$ cat config.mk
export PLATFORM = sky130hd
export DESIGN_NAME = pong_ball_engine
export DESIGN_NICKNAME = d
export VERILOG_FILES = /design/src/rtl/pong_pkg.sv /design/src/rtl/pong_tick_delay.sv /design/src/rtl/pong_ball_engine.sv
export SDC_FILE = /design/constraint.sdc
export NUM_CORES = 1
export LEC_CHECK = 0
export ABC_CLOCK_PERIOD_IN_PS = 4450
export CORE_MARGIN = 5
export CORE_UTILIZATION = 40
export DETAILED_ROUTE_END_ITERATION = 8
export DONT_BUFFER_PORTS = 1
export SLEW_MARGIN = 40
export SYNTH_ARGS = -nofsm -noshare
export SYNTH_HDL_FRONTEND = slang
export SYNTH_SLANG_ARGS = --single-unit
$ cat constraint.sdc
create_clock -name CLOCK_50 -period 4.45 [get_ports CLOCK_50]
set_input_delay 0.445 -clock CLOCK_50 [delete_from_list [all_inputs] [get_ports CLOCK_50]]
set_output_delay 0.445 -clock CLOCK_50 [all_outputs]
set_load 0.02 [all_outputs]
$ cat src/rtl/pong_pkg.sv
// Shared geometry defaults, state encoding and direction encoding for the pong ball engine.
package pong_pkg;

    localparam int SCREEN_W_DEF    = 640;
    localparam int SCREEN_H_DEF    = 480;
    localparam int BALL_SIZE_DEF   = 8;
    localparam int PADDLE_H_DEF    = 64;
    localparam int PADDLE_W_DEF    = 8;
    localparam int PADDLE_L_X_DEF  = 16;
    localparam int PADDLE_R_X_DEF  = 616;
    localparam int STEP_DEF        = 2;
    localparam int SERVE_DELAY_DEF = 60;

    typedef enum logic [1:0] {
        ST_IDLE   = 2'd0,
        ST_PLAY   = 2'd1,
        ST_SCORED = 2'd2
    } state_t;

    typedef enum logic {
        DIR_LEFT  = 1'b0,
        DIR_RIGHT = 1'b1
    } dir_x_t;

    typedef enum logic {
        DIR_UP   = 1'b0,
        DIR_DOWN = 1'b1
    } dir_y_t;

    function automatic dir_x_t flip_x(input dir_x_t d);
        return (d == DIR_LEFT) ? DIR_RIGHT : DIR_LEFT;
    endfunction

endpackage

$ cat src/rtl/pong_tick_delay.sv
// Tick-qualified down-counter: loaded with a count, expires on the tick that takes it from 1 to 0.
module pong_tick_delay #(
    parameter int CNT_W = 6
) (
    input  logic             i_clk,
    input  logic             i_rst_n,
    input  logic             i_load,
    input  logic             i_tick,
    input  logic [CNT_W-1:0] i_count,
    output logic             o_expire
);

    logic [CNT_W-1:0] r_count;

    // Load has priority; otherwise count down one per tick and rest at zero.
    always_ff @(posedge i_clk or negedge i_rst_n) begin
        if (!i_rst_n) begin
            r_count <= {CNT_W{1'b0}};
        end else if (i_load) begin
            r_count <= i_count;
        end else if (i_tick && (r_count != {CNT_W{1'b0}})) begin
            r_count <= r_count - CNT_W'(1);
        end else begin
            r_count <= r_count;
        end
    end

    assign o_expire = i_tick && !i_load && (r_count == CNT_W'(1));

endmodule

$ cat src/rtl/pong_ball_engine.sv
// Ball motion, wall/paddle collision and serve/play/scored sequencing for a pong game.
module pong_ball_engine
    import pong_pkg::*;
#(
    parameter int SCREEN_W    = SCREEN_W_DEF,
    parameter int SCREEN_H    = SCREEN_H_DEF,
    parameter int BALL_SIZE   = BALL_SIZE_DEF,
    parameter int PADDLE_H    = PADDLE_H_DEF,
    parameter int PADDLE_W    = PADDLE_W_DEF,
    parameter int PADDLE_L_X  = PADDLE_L_X_DEF,
    parameter int PADDLE_R_X  = PADDLE_R_X_DEF,
    parameter int STEP        = STEP_DEF,
    parameter int SERVE_DELAY = SERVE_DELAY_DEF
) (
    input  logic       CLOCK_50,
    input  logic       reset,
    input  logic       tick,
    input  logic       serve,
    input  logic [9:0] paddle_l_y,
    input  logic [9:0] paddle_r_y,
    output logic [9:0] ball_x,
    output logic [9:0] ball_y,
    output logic       in_play,
    output logic       serve_ready,
    output logic       point_l,
    output logic       point_r
);

    localparam logic [10:0] L_W      = 11'(SCREEN_W);
    localparam logic [10:0] L_H      = 11'(SCREEN_H);
    localparam logic [10:0] L_BALL   = 11'(BALL_SIZE);
    localparam logic [10:0] L_PH     = 11'(PADDLE_H);
    localparam logic [10:0] L_L_FACE = 11'(PADDLE_L_X + PADDLE_W);
    localparam logic [10:0] L_RX     = 11'(PADDLE_R_X);
    localparam logic [10:0] L_STEP   = 11'(STEP);
    localparam logic [9:0]  CENTRE_X = 10'((SCREEN_W - BALL_SIZE) / 2);
    localparam logic [9:0]  CENTRE_Y = 10'((SCREEN_H - BALL_SIZE) / 2);
    localparam int          DLY_W    = $clog2(SERVE_DELAY + 1);

    state_t     r_state;
    dir_x_t     r_dx;
    dir_x_t     r_serve_dir;
    dir_y_t     r_dy;
    logic [9:0] r_ball_x;
    logic [9:0] r_ball_y;
    logic       r_in_play;
    logic       r_serve_ready;
    logic       r_point_l;
    logic       r_point_r;

    logic [10:0] w_bx, w_by, w_pl, w_pr;
    logic        w_hit_l, w_hit_r, w_miss_l, w_miss_r;
    logic [9:0]  w_nx, w_ny;
    dir_x_t      w_ndx;
    dir_y_t      w_ndy;
    logic        w_load, w_dly_tick, w_expire;

    // All collision arithmetic is done one bit wider so sums never wrap.
    assign w_bx = {1'b0, r_ball_x};
    assign w_by = {1'b0, r_ball_y};
    assign w_pl = {1'b0, paddle_l_y};
    assign w_pr = {1'b0, paddle_r_y};

    assign w_hit_l = (r_dx == DIR_LEFT) && (w_bx >= L_L_FACE) && ((w_bx - L_STEP) <= L_L_FACE)
                     && ((w_by + L_BALL) > w_pl) && (w_by < (w_pl + L_PH));
    assign w_hit_r = (r_dx == DIR_RIGHT) && ((w_bx + L_BALL) <= L_RX) && ((w_bx + L_BALL + L_STEP) >= L_RX)
                     && ((w_by + L_BALL) > w_pr) && (w_by < (w_pr + L_PH));

    // Vertical move with clamp-and-bounce at the top and bottom walls.
    always_comb begin
        w_ny  = r_ball_y;
        w_ndy = r_dy;
        if (r_dy == DIR_UP) begin
            if (w_by < L_STEP) begin
                w_ny  = 10'd0;
                w_ndy = DIR_DOWN;
            end else begin
                w_ny = 10'(w_by - L_STEP);
            end
        end else begin
            if ((w_by + L_BALL + L_STEP) > L_H) begin
                w_ny  = 10'(L_H - L_BALL);
                w_ndy = DIR_UP;
            end else begin
                w_ny = 10'(w_by + L_STEP);
            end
        end
    end

    // Horizontal move: paddle hits snap to the paddle face, misses clamp at the edge.
    always_comb begin
        w_nx     = r_ball_x;
        w_ndx    = r_dx;
        w_miss_l = 1'b0;
        w_miss_r = 1'b0;
        if (w_hit_l) begin
            w_nx  = 10'(L_L_FACE);
            w_ndx = DIR_RIGHT;
        end else if (w_hit_r) begin
            w_nx  = 10'(L_RX - L_BALL);
            w_ndx = DIR_LEFT;
        end else if (r_dx == DIR_LEFT) begin
            if (w_bx < L_STEP) begin
                w_nx     = 10'd0;
                w_miss_l = 1'b1;
            end else begin
                w_nx = 10'(w_bx - L_STEP);
            end
        end else begin
            if ((w_bx + L_BALL + L_STEP) > L_W) begin
                w_nx     = 10'(L_W - L_BALL);
                w_miss_r = 1'b1;
            end else begin
                w_nx = 10'(w_bx + L_STEP);
            end
        end
    end

    assign w_load     = (r_state == ST_PLAY) && tick && (w_miss_l || w_miss_r);
    assign w_dly_tick = tick && (r_state == ST_SCORED);

    pong_tick_delay #(
        .CNT_W (DLY_W)
    ) u_serve_delay (
        .i_clk    (CLOCK_50),
        .i_rst_n  (reset),
        .i_load   (w_load),
        .i_tick   (w_dly_tick),
        .i_count  (DLY_W'(SERVE_DELAY)),
        .o_expire (w_expire)
    );

    // Serve/play/scored sequencer with registered position, status and point pulses.
    always_ff @(posedge CLOCK_50 or negedge reset) begin
        if (!reset) begin
            r_state       <= ST_IDLE;
            r_dx          <= DIR_RIGHT;
            r_dy          <= DIR_DOWN;
            r_serve_dir   <= DIR_RIGHT;
            r_ball_x      <= CENTRE_X;
            r_ball_y      <= CENTRE_Y;
            r_in_play     <= 1'b0;
            r_serve_ready <= 1'b1;
            r_point_l     <= 1'b0;
            r_point_r     <= 1'b0;
        end else begin
            r_point_l <= 1'b0;
            r_point_r <= 1'b0;
            case (r_state)
                ST_IDLE: begin
                    r_ball_x <= CENTRE_X;
                    r_ball_y <= CENTRE_Y;
                    if (serve) begin
                        r_state       <= ST_PLAY;
                        r_dx          <= r_serve_dir;
                        r_serve_dir   <= flip_x(r_serve_dir);
                        r_in_play     <= 1'b1;
                        r_serve_ready <= 1'b0;
                    end
                end
                ST_PLAY: begin
                    if (tick) begin
                        r_ball_x <= w_nx;
                        r_ball_y <= w_ny;
                        r_dx     <= w_ndx;
                        r_dy     <= w_ndy;
                        if (w_miss_l || w_miss_r) begin
                            r_state   <= ST_SCORED;
                            r_in_play <= 1'b0;
                            r_point_r <= w_miss_l;
                            r_point_l <= w_miss_r;
                        end
                    end
                end
                ST_SCORED: begin
                    if (w_expire) begin
                        r_state       <= ST_IDLE;
                        r_ball_x      <= CENTRE_X;
                        r_ball_y      <= CENTRE_Y;
                        r_serve_ready <= 1'b1;
                    end
                end
                default: begin
                    r_state       <= ST_IDLE;
                    r_in_play     <= 1'b0;
                    r_serve_ready <= 1'b1;
                end
            endcase
        end
    end

    assign ball_x      = r_ball_x;
    assign ball_y      = r_ball_y;
    assign in_play     = r_in_play;
    assign serve_ready = r_serve_ready;
    assign point_l     = r_point_l;
    assign point_r     = r_point_r;

endmodule

==> results by group <==
Status
  • Status: finished clean

Clocking
  • Depth of the CTS H-tree: 2
  • CTS root buffer: clkbuf_8
  • CTS tree: built
  • Sink Count: 33
  • CTS buffer count: 5
  • Clock slew at reported path FFs: 0.08 ns
  • Postcts setup bufs: 0
  • Bufs on Longest Clock Path: 2
  • Clock Latency Late Sink: between 0.2 and 0.3 ns

Finish
  • Ant diodes: 0
  • Final core utilization: a little over two fifths
  • Ratio of cells with drive above 1 in the final layout: under 10%
  • Final net count: approximately 580
  • Synth-to-layout area growth: 4.77%

Critical path
  • Setup crit start kind: flip-flop
  • Worst EP required: between 4 and 5 ns
  • Crit Reg-Reg Endpoint: r_dx
  • Cells along the critical path: ha_1 -> nand2_1 -> o21a_1 -> or2_2 -> ha_1 -> nand3_1 -> nor3_1 -> a21oi_1 -> o41ai_1 -> a2111oi_1 -> buf_4 -> inv_1 -> a311o_1 -> mux2_4
  • Worst setup startpoint: ball_y[3]
  • R2R depth: 14
  • Max FO, Critical Path: 10
  • CP Buf/Inv Count: 2
  • R2R setup slack: 0.68 ns
  • Crit path kind: reg -> reg
  • Worst path most repeated cell: ha_1
  • CP Data Arrival Time: 3.99 ns
  • Crit Reg-Reg Startpoint: ball_y[3]
  • Gate family responsible for the most delay along the worst path: compound AO/OA/AOI/OAI gates
  • Slowest CP cell: dfstp_2
  • Slowest stage delay, CP: about 0.7 ns
  • Critical Path Stages: 14
  • Critical Path End Type: flip-flop

Worst hold path
  • Hold depth: 1
  • Hold Startpoint: tick
  • Worst hold endpoint: r_state[0]
  • Hold Crit Class: in -> reg

Timing
  • Final setup violation count: 0
  • Final Cycle Share: a little over four fifths
  • Final TNS setup: 0 ns
  • Post-layout minimum cycle time: roughly 3.8 ns
  • Max Clk Rate: about 270 MHz
  • Setup WS post-layout: 0.681 ns
  • Final hold violation count: 0
  • Slew @ Worst Pin: between 0.6 and 0.7 ns
  • Slew HR: a little over half
  • RSZ-0062 raised after global routing: false
  • Clk_skew: about 0.0076 ns
  • Max-slew violations: 0

Route
  • Drt wl/cell: 17.4 um
  • Drt pass-1 iters: 4
  • Via/cell ratio: approximately 6
  • # DRC: 0
  • Routed Antenna Nets: 0
  • Iter 0 DRT Violations: 235
  • Total routed wirelength: 11.1 mm
  • Detailed-route via count: ~3700

Synth
  • Commonest cells post-synth: 50 x ha_1, 46 x inv_1, 40 x a21oi_1
  • Multiplexer share of the synthesized area: under 10%
  • Largest family of logic cells by synthesized area: compound AO/OA/AOI/OAI gates
  • Cell Area, Synth: approximately 4000 um2
  • EDFF count, synth: 0
  • Synth top area cells: ha_1 15%, dfrtp_1 12%, dfstp_2 9.1%
  • Average cell area after synthesis: 7.81 um2
  • Leading area contributor after synthesis: ha_1
  • Syn. warnings: 0
  • Synth Register Bits: 33
  • Cell variety after synth: 74
  • Syn Inst Count: 517
  • Top FF cell, synth: dfrtp_1
  • Synth top area share: roughly 15%
  • Post-synthesis adder-cell area fraction: between 15 and 20%
  • Seq/Total Area, Yosys: a little over a fifth
  • Post-Synth Simple-Gate Area: 20.5%
  • Async set-reset flop share out of synthesis: 100%
  • Most numerous cell in the Yosys netlist: ha_1
  • Synth Area in XOR/XNOR: approximately 6.7%
  • Post-synthesis compound-gate area fraction: between 20% and 30%

Global routing
  • Largest net degree at the start of global routing: 34
  • Vias in the first global route: ~3600
  • First-pass GRT wire length: 18.4 mm
  • Grt ovf: 0
  • Total global-route track usage: between 10% and 20%
  • Initial antenna violation count: 0

Job
  • Max Cap Violations: 0

Floorplanning
  • Die Y: 110 um
  • FP Rows: 36
  • Die area: around 12000 um2
  • Core Area: 9820 um2
  • Ports: 48
  • Die W: approximately 110 um
  • Initial Utilization: 41.1%

Pwr
  • Peak supply drop: 0.330 mV
  • Pwr Density: approximately 590 nW/um2
  • P_leak: 0.00175 uW

Placed design
  • Gpl congestion: ~0.87
  • Buffers on Ports: 0
  • Dpl hpwl: 8.69 mm
  • Placement Setup Slack: 0.700 ns
==> routing by layer <==
layer	GRT usage, %	vias up	wire length, um
met2	28.3	91	5100
met4	4.35	0	133
met3	4.10	13	711
met5	0	-	0
met1	24.7	1760	5170
li1	-	1869	-
==> where the power goes <==
group,total (uW),switching (uW),internal [uW]
Clock,257,117,140
Combinational,1420,830,592
Sequential,805,356,450
Total,2480,1300,1180
==> worst reg2reg max path, cell delays in order (launching register included) <==
cell and delay, ns:
dfstp_2 0.70, ha_1 0.29, nand2_1 0.12, o21a_1 0.23, or2_2 0.33, ha_1 0.32, nand3_1 0.13, nor3_1 0.07
a21oi_1 0.12, o41ai_1 0.08, a2111oi_1 0.39, buf_4 0.21, inv_1 0.08, a311o_1 0.33, mux2_4 0.30
==> registers in the layout (all words and copies together) (netlist names) <==
signal                 cells
r_dy                       1
u_serve_delay.r_count      6
r_dx                       1
point_r                    1
ball_x                     9
point_l                    1
in_play                    1
ball_y                     9
r_state                    2
serve_ready                1
r_serve_dir                1
==> cells by family after synthesis <==
logic type / after synthesis
AO/OA/AOI/OAI: 164
AND/OR/NAND/NOR: 162
buffers and inverters: 72
adder cells (fa/ha/maj): 50
flip-flops: 33
XOR/XNOR: 30
multiplexers: 5
other: 1
==> per-stage QoR <==
step	total power, uW	instances	cell area, um2	hold WS (ns)
2_1_floorplan	1880	518	4040	0.149
3_3_place_gp	2190	629	4100	0.151
3_5_place_dp	2220	629	4100	0.151
4_1_cts	2500	639	4230	0.278
5_1_grt	2740	639	4230	0.278
6_report	2480	639	4230	0.281
==> layout make-up <==
type / instances / area [um2]
Tap cell: 133 / 166
Sequential cell: 33 / 843
Clock buffer: 7 / 96.3
Multi-Input combinational cell: 413 / 2890
Timing Repair Buffer: 6 / 60.1
Inverter: 46 / 173
Clock inverter: 1 / 5.00
Fill cell: 1045 / 5590
==> cell usage in the layout, fill, tap and decap left out, drive strengths merged, types with 5 or more instances in the layout <==
master and count:
ha 50, inv 46, a21oi 41, nand2 39, o21ai 36, nor2 31
nand3 24, xnor2 20, nor3 20, dfrtp 19, dfstp 14, xor2 10
a31oi 10, o21a 8, o211ai 8, a211oi 8, a21o 7, clkbuf 7
or3 6, nand2b 6, nor2b 6, and2 6, nor4 5, buf 5
a2111oi 5
==> worst max path at each step <==
| stage | to | slack (ns) |
|---|---|---|
| floorplan | r_dx | 0.62 |
| global placement | r_dx | 0.78 |
| detailed placement | r_dx | 0.70 |
| CTS | r_dx | 0.68 |
| global route | r_dx | 0.42 |
| finish | r_dx | 0.68 |
==> what timing repair did <==
item                      CTS  global route
resized for setup           0             0
hold buffers                2             0
hold endpoints to repair   33             0
(Power assumes the default switching activity.)
